--- src/rtl/traffic_light_ctrl_pkg.sv ---
// Shared types for the intersection sequencer: lamp colours and controller phases.
// The colors encoding is owned by the lamp decoders; 2'b11 is deliberately unused.
package traffic_light_ctrl_pkg;

    typedef enum logic [1:0] {
        RED    = 2'b00,
        YELLOW = 2'b01,
        GREEN  = 2'b10
    } colors;

    typedef enum logic [2:0] {
        NS_GREEN  = 3'd0,
        NS_YELLOW = 3'd1,
        RED_A     = 3'd2,
        WALK_A    = 3'd3,
        EW_GREEN  = 3'd4,
        EW_YELLOW = 3'd5,
        RED_B     = 3'd6,
        WALK_B    = 3'd7
    } tl_state_t;

    function automatic logic is_walk(input tl_state_t s);
        return (s == WALK_A) || (s == WALK_B);
    endfunction

endpackage

--- src/rtl/traffic_light_ctrl_phase_timer.sv ---
// Down-counting phase timer: loaded on phase entry, counts ticks, flags expiry.
// done fires on the tick that takes the count to zero, so a phase of N lasts exactly N ticks.
module phase_timer #(
    parameter int WIDTH       = 3,
    parameter int RESET_VALUE = 0
) (
    input  logic             clk,
    input  logic             reset,
    input  logic             load,
    input  logic [WIDTH-1:0] load_value,
    input  logic             tick,
    output logic             done
);

    logic [WIDTH-1:0] count;

    // NOTE: non-blocking assignments for every register so all flops sample pre-edge values.
    always_ff @(posedge clk or posedge reset) begin
        if (reset) begin
            count <= WIDTH'(RESET_VALUE);
        end else if (load) begin
            count <= load_value;
        end else if (tick && (count != '0)) begin
            count <= count - 1'b1;
        end
    end

    assign done = (count == '0) || ((count == WIDTH'(1)) && tick);

endmodule

--- src/rtl/traffic_light_ctrl.sv ---
// Two-road intersection sequencer: Moore FSM with rest-in-green, yellow, all-red and
// optional pedestrian walk phases; lamp outputs are registered from the next state.
module traffic_light_ctrl
    import traffic_light_ctrl_pkg::*;
#(
    parameter int GREEN_TICKS  = 5,
    parameter int YELLOW_TICKS = 2,
    parameter int ALLRED_TICKS = 1,
    parameter int WALK_TICKS   = 3
) (
    input  logic  clk,
    input  logic  reset,
    input  logic  tick,
    input  logic  car_ns,
    input  logic  car_ew,
    input  logic  ped_req,
    output colors light_ns,
    output colors light_ew,
    output logic  walk,
    output logic  ped_pending
);

    localparam int MAX_GY    = (GREEN_TICKS > YELLOW_TICKS) ? GREEN_TICKS : YELLOW_TICKS;
    localparam int MAX_RW    = (ALLRED_TICKS > WALK_TICKS) ? ALLRED_TICKS : WALK_TICKS;
    localparam int MAX_TICKS = (MAX_GY > MAX_RW) ? MAX_GY : MAX_RW;
    localparam int TIMER_W   = (MAX_TICKS < 1) ? 1 : $clog2(MAX_TICKS + 1);

    if ((GREEN_TICKS < 1) || (YELLOW_TICKS < 1) || (ALLRED_TICKS < 1) || (WALK_TICKS < 1)) begin : g_bad_params
        $warning("traffic_light_ctrl: phase durations of 0 ticks are not supported");
    end

    tl_state_t          state;
    tl_state_t          next_state;
    logic               load;
    logic [TIMER_W-1:0] load_value;
    logic               done;
    logic               entering_walk;
    colors              ns_next;
    colors              ew_next;

    phase_timer #(
        .WIDTH       (TIMER_W),
        .RESET_VALUE (GREEN_TICKS)
    ) u_timer (
        .clk        (clk),
        .reset      (reset),
        .load       (load),
        .load_value (load_value),
        .tick       (tick),
        .done       (done)
    );

    always_ff @(posedge clk or posedge reset) begin
        if (reset) begin
            state <= NS_GREEN;
        end else begin
            state <= next_state;
        end
    end

    // NOTE: every output of this block gets a default first, so no path can infer a latch.
    always_comb begin
        next_state = state;
        unique case (state)
            NS_GREEN:  if (done && (car_ew || ped_pending)) next_state = NS_YELLOW;
            NS_YELLOW: if (done) next_state = RED_A;
            RED_A:     if (done) next_state = ped_pending ? WALK_A : EW_GREEN;
            WALK_A:    if (done) next_state = EW_GREEN;
            EW_GREEN:  if (done && (car_ns || ped_pending)) next_state = EW_YELLOW;
            EW_YELLOW: if (done) next_state = RED_B;
            RED_B:     if (done) next_state = ped_pending ? WALK_B : NS_GREEN;
            WALK_B:    if (done) next_state = NS_GREEN;
            default:   next_state = NS_GREEN;
        endcase
    end

    // A state change reloads the timer; the load wins over a coincident tick.
    always_comb begin
        load       = (next_state != state);
        load_value = '0;
        unique case (next_state)
            NS_GREEN, EW_GREEN:   load_value = TIMER_W'(GREEN_TICKS);
            NS_YELLOW, EW_YELLOW: load_value = TIMER_W'(YELLOW_TICKS);
            RED_A, RED_B:         load_value = TIMER_W'(ALLRED_TICKS);
            WALK_A, WALK_B:       load_value = TIMER_W'(WALK_TICKS);
            default:              load_value = TIMER_W'(GREEN_TICKS);
        endcase
    end

    always_comb begin
        ns_next = RED;
        ew_next = RED;
        unique case (next_state)
            NS_GREEN:  ns_next = GREEN;
            NS_YELLOW: ns_next = YELLOW;
            EW_GREEN:  ew_next = GREEN;
            EW_YELLOW: ew_next = YELLOW;
            default: begin
                ns_next = RED;
                ew_next = RED;
            end
        endcase
    end

    always_ff @(posedge clk or posedge reset) begin
        if (reset) begin
            light_ns <= GREEN;
            light_ew <= RED;
            walk     <= 1'b0;
        end else begin
            light_ns <= ns_next;
            light_ew <= ew_next;
            walk     <= is_walk(next_state);
        end
    end

    // Serving the walk clears the request; presses during the walk itself are ignored.
    assign entering_walk = is_walk(next_state) && !is_walk(state);

    always_ff @(posedge clk or posedge reset) begin
        if (reset) begin
            ped_pending <= 1'b0;
        end else if (entering_walk) begin
            ped_pending <= 1'b0;
        end else if (ped_req && !is_walk(state)) begin
            ped_pending <= 1'b1;
        end
    end

    always_ff @(posedge clk) begin
        if (!reset) begin
            assert ((light_ns == RED) || (light_ew == RED))
                else $error("traffic_light_ctrl: both roads shown non-red");
            assert ((light_ns != colors'(2'b11)) && (light_ew != colors'(2'b11)))
                else $error("traffic_light_ctrl: illegal lamp encoding");
        end
    end

endmodule
--- config.mk ---
export PLATFORM = sky130hd
export DESIGN_NAME = traffic_light_ctrl
export DESIGN_NICKNAME = d
export VERILOG_FILES = /design/src/rtl/traffic_light_ctrl_pkg.sv /design/src/rtl/traffic_light_ctrl_phase_timer.sv /design/src/rtl/traffic_light_ctrl.sv
export SDC_FILE = /design/constraint.sdc
export NUM_CORES = 1
export LEC_CHECK = 0
export CAP_MARGIN = 40
export CORE_MARGIN = 1
export CORE_UTILIZATION = 38
export CTS_CLUSTER_SIZE = 16
export DETAILED_ROUTE_END_ITERATION = 10
export GPL_TIMING_DRIVEN = 0
export HOLD_SLACK_MARGIN = 0.05
export MAX_ROUTING_LAYER = met4
export SYNTH_ARGS = -nofsm -noshare
export SYNTH_HDL_FRONTEND = slang
export SYNTH_SLANG_ARGS = --single-unit
--- constraint.sdc ---
create_clock -name clk -period 2.5 [get_ports clk]
set_input_delay 0.5 -clock clk [delete_from_list [all_inputs] [get_ports clk]]
set_output_delay 0.5 -clock clk [all_outputs]
set_load 0.02 [all_outputs]
# == Word-level counts from Yosys, hierarchy flattened ==
# Memories as Yosys holds them, arrays and structs flattened.
# Index checks and enable logic that the tools add are counted.
# op_classes
add_sub_neg,1
n_eq_ne,14
muxes,17
reduce_logical,18
# op_table
operator,count
$mux 3,12
$pmux 3 s8,1
$eq 3x3->1 const B,7
$eq 3x1->1 const B,3
$eq 3x2->1 const B,3
$logic_not 3->1,3
$pmux 2 s2,2
$logic_and 1x1->1,6
$logic_or 1x1->1,5
$reduce_bool 2->1,2
$ne 3x3->1,1
$reduce_bool 3->1,1
$sub 3x1->3 const B,1
$mux 1,2
$logic_not 1->1,1
# word_totals
reg_bits,12
romBits,24
input_bits,6
out_inout_bits,6
elab_cells,57
mem_count,1
# mem_list
memory,depth,word_bits,read_ports,rd_clocked_by_memory_dff,wr,line,source
(name not given),8,3,1,0,0,traffic_light_ctrl.sv:81,unique case (next_state)

# == Depth between registers and ports, before layout ==
# logic_depth
word_depth,10
ltp_mapped,8

# == Hierarchy ==
# From an unflattened synthesis, not the netlist that was laid out.
# unflattened
hier_cells,69
hier_area_um2,691.9
# by_module_without_submodules
mod,n_inst,cells_each,area_each_um2
traffic_light_ctrl,1,47,474.2
phase_timer,1,22,217.7

# == Worst setup path after synthesis ==
# Ideal clock, no wire load.
# synth_path
path_kind,register to register
start,reg u_timer.count[0]
end,reg u_timer.count[1]
t_arrival_ns,1.798
t_required_ns,2.406
setup_slack_ns,0.609
path_stages_with_launch,9
period_less_slack_ns,1.891
path_cell_list,dfstp_2 > inv_1 > ha_1 > ha_1 > buf_4 > nand2b_1 > mux2i_1 > o21ai_0 > a211oi_1
# synth_via
elab_chain_len,8
elab_cells_between_ends,23
# synth_lines
item,line,source
"start, declared",traffic_light_ctrl_phase_timer.sv:15,logic [WIDTH-1:0] count;
"start signal, assigned",traffic_light_ctrl_phase_timer.sv:20,count <= WIDTH'(RESET_VALUE);
"start signal, assigned",traffic_light_ctrl_phase_timer.sv:22,count <= load_value;
"start signal, assigned",traffic_light_ctrl_phase_timer.sv:24,count <= count - 1'b1;
$eq 3x1->1,traffic_light_ctrl_phase_timer.sv:28,assign done = (count == '0) || ((count == WIDTH'(1)) && tick);
$logic_and 1x1->1,traffic_light_ctrl_phase_timer.sv:28,
$logic_or 1x1->1,traffic_light_ctrl_phase_timer.sv:28,
$logic_and 1x1->1 (on tied branches),"traffic_light_ctrl.sv:69, traffic_light_ctrl.sv:65",
$mux 3 (on tied branches),"traffic_light_ctrl.sv:69, traffic_light_ctrl.sv:65",
$pmux 3 s8,traffic_light_ctrl.sv:64,unique case (state)
$mem_v2 8x3 or $ne 3x3->1 (tied branches),n/a,
$mux 3 or $reduce_bool 2->1 (tied branches),n/a,
# Parallel ways exist; a longest one is shown, timed or not. The select of a mux whose other input is x is not followed.
# A chain may end at the register's enable or synchronous reset.

# == Worst setup path after layout ==
# Ends and elaborated chain as after synthesis.

==> results.toml <==
[run_status]
status = "finished, final reports clean"

[yosys]
yosys_warnings = 0
synth-main-ff-cell = "dfrtp_1"
synth_seq_cells = 12
syn_nets = 86
syn-instance-count = 77
yosysUniqueCellTypes = 33
synthArstFlopShare = 1.00
avgSynthCellArea_um2 = 10.1
synth_edf_count = 0
seq_area_frac_synth = 0.391
synth_area_um2 = 778

[worst_setup_path]
cp_slowest_stage_delay_ns = 0.54
end_kind = "flop"
crit_top_cell = "ha_1"
critPathBufInv = 2
cp.required_ns = 2.69
r2r-end = "u_timer.count[1]"
start_kind = "flop"
crit_path_start = "u_timer.count[0]"
crit_family = "flip-flops"
worstReg2RegStart = "u_timer.count[0]"
crit_type = "flop to flop"
reg2reg_depth = 8
r2r_slack_ns = 0.42
slowest_stage = "dfstp_2"
critPathArrivalTime_ns = 2.28
cp_cell_sequence = "inv_1 > ha_1 > ha_1 > buf_4 > nand2b_1 > mux2i_1 > o21ai_0 > a211oi_1"
cp_max_fo = 10

[worst_hold_path]
hold_class = "input port to async pin"

[sta]
fin_tns_setup_ns = 0
setup_violations = 0
fmax_mhz = 480
slew-limit-headroom = 0.675
period_needed_ns = 2.08
clock_skew_ns = 0.00551
maxSlewViolCount = 0
finalHoldViolations = 0
fin_crit_sh = 0.833
holdWs_ns = 0.537
rsz0062_at_grt = "no"
tightest_slew_ns = 0.487

[drt]
viasPerCell = 5.12
drt_iter0_drc = 2
wirelength_um = 1590
drt-wirelength-per-cell_um = 13.3
ant_nets = 0
drc = 0
drt_pass1_iterations = 4
vias = 609

[floorplanning]
fp.dieH_um = 47.3
initial_utilization = 0.401
ios = 12
die_w_um = 47.3
coreArea_um2 = 1940
dieArea_um2 = 2230
row_count = 16

[cells_and_area]
finalNetCount = 102
layout-drive-gt1-share = 0.228
design_area_um2 = 958
diodes = 0
fill_cells = 208
final_core_util = 0.494
area_growth_pct = 23.2
multi_input_area_um2 = 395
regArea_um2 = 304

[job]
cap_violations = 0

[grt]
grt_use_total = 0.178
antenna_found_initial = 0
first_global_vias = 574
overflow = 0
grt_max_degree = 13
grt_pass1_wl_um = 2590

[place]
io_buffers = 11
globalplace.congestion = 0.841
place_hpwl_um = 1130
post_dp_cell_area_um2 = 922

[pwr]
irDropWorstVdd_mv = 0.699
powerDensity_nw_per_um2 = 1350
p_leak_nw = 0.423

[clocking]
clk_latency_ns = 0.28
h-tree-depth = 1
clockRootBuffer = "clkbuf_4"
clk_pin_slew_worst_paths_ns = 0.08
cts_buffer_depth = 2
cts.sinks = 12
cts_setup_buffers = 0
ctsResizeCount = 0
cts_buffers = 3
hold_buffers = 0
cts_tree = "yes"
## synth_stat cells, types with 2 or more instances
master    instances  share of area
a21oi_1           3          0.019
buf_4             3          0.029
buf_6             3          0.043
dfrtp_1           9           0.29
dfstp_2           3           0.10
ha_1              3          0.048
inv_1             6          0.029
mux2i_1           2          0.026
nand2_1           4          0.019
nand2b_1          3          0.024
nor2_1            8          0.039
nor3_1            4          0.026
nor4_4            2          0.055
o21ai_0           4          0.026
xnor2_1           2          0.023
## kinds of logic after synthesis
family / count (synthesis) / synth area share
xor gates and xnor gates: 2 / 0.0225
and+or+nand+nor: 25 / 0.207
muxes: 2 / 0.0257
DFF: 12 / 0.391
AOI/OAI and AO/OA: 21 / 0.204
adders and majority gates: 3 / 0.0482
buffers and inverters: 12 / 0.101
## routing by layer
metal  GRT usage  wire (um)  share of wire
met5           -          0              0
met4      0.0857         36          0.023
met3      0.0346         37          0.023
met2       0.268        760           0.48
met1       0.227        754           0.47
## cell usage in the layout (no fill, tap or decap), drive strengths merged, types with 2 or more instances in the layout
cell type / instances
a21oi: 3
buf: 6
clkbuf: 4
clkdlybuf4s50: 11
dfrtp: 9
dfstp: 3
ha: 3
inv: 6
mux2i: 2
nand2: 4
nand2b: 3
nor2: 8
nor2b: 2
nor3: 4
nor4: 2
o21a: 2
o21ai: 4
xnor2: 2
## worst max-delay path by stage
stage                       endpoint  slack, ns  depth (start not counted)
floorplan           u_timer.count[1]       0.61                          8
global placement    u_timer.count[0]       0.38                          6
detailed placement              walk       0.38                          5
CTS                 u_timer.count[1]       0.39                          8
global route        u_timer.count[1]       0.23                          8
finish              u_timer.count[1]       0.42                          8
## sequential cells by signal, indices dropped and copies added (netlist names)
| signal | cells |
|---|---|
| ped_pending | 1 |
| u_timer.count | 3 |
| state | 3 |
| light_ns | 2 |
| walk | 1 |
| light_ew | 2 |
## final cells by class
cell class                 count  share of cell area
multi-input combinational     53               0.413
sequential                    12               0.317
timing repair buffer          11               0.115
buffer                         6              0.0587
clock buffer                   4              0.0379
tap                           27              0.0352
inverter                       6              0.0235
## power by group
group	leakage [nW]	total (W)	switching, W	internal, W
clock network	0.0210	0.000158	0.0000691	0.0000886
logic	0.262	0.000802	0.000427	0.000375
registers	0.139	0.000338	0.0000396	0.000299
total	0.423	0.00130	0.000536	0.000762
## per-stage QoR
step                      cells  total power (W)  setup WS, ns
after floorplan              77         0.000944         0.609
after global placement      115          0.00113         0.380
after detailed placement    115          0.00115         0.382
after CTS                   119          0.00131         0.389
after global routing        119          0.00140         0.227
final                       119          0.00130         0.417
No activity file was read; power rests on OpenSTA's default activity.
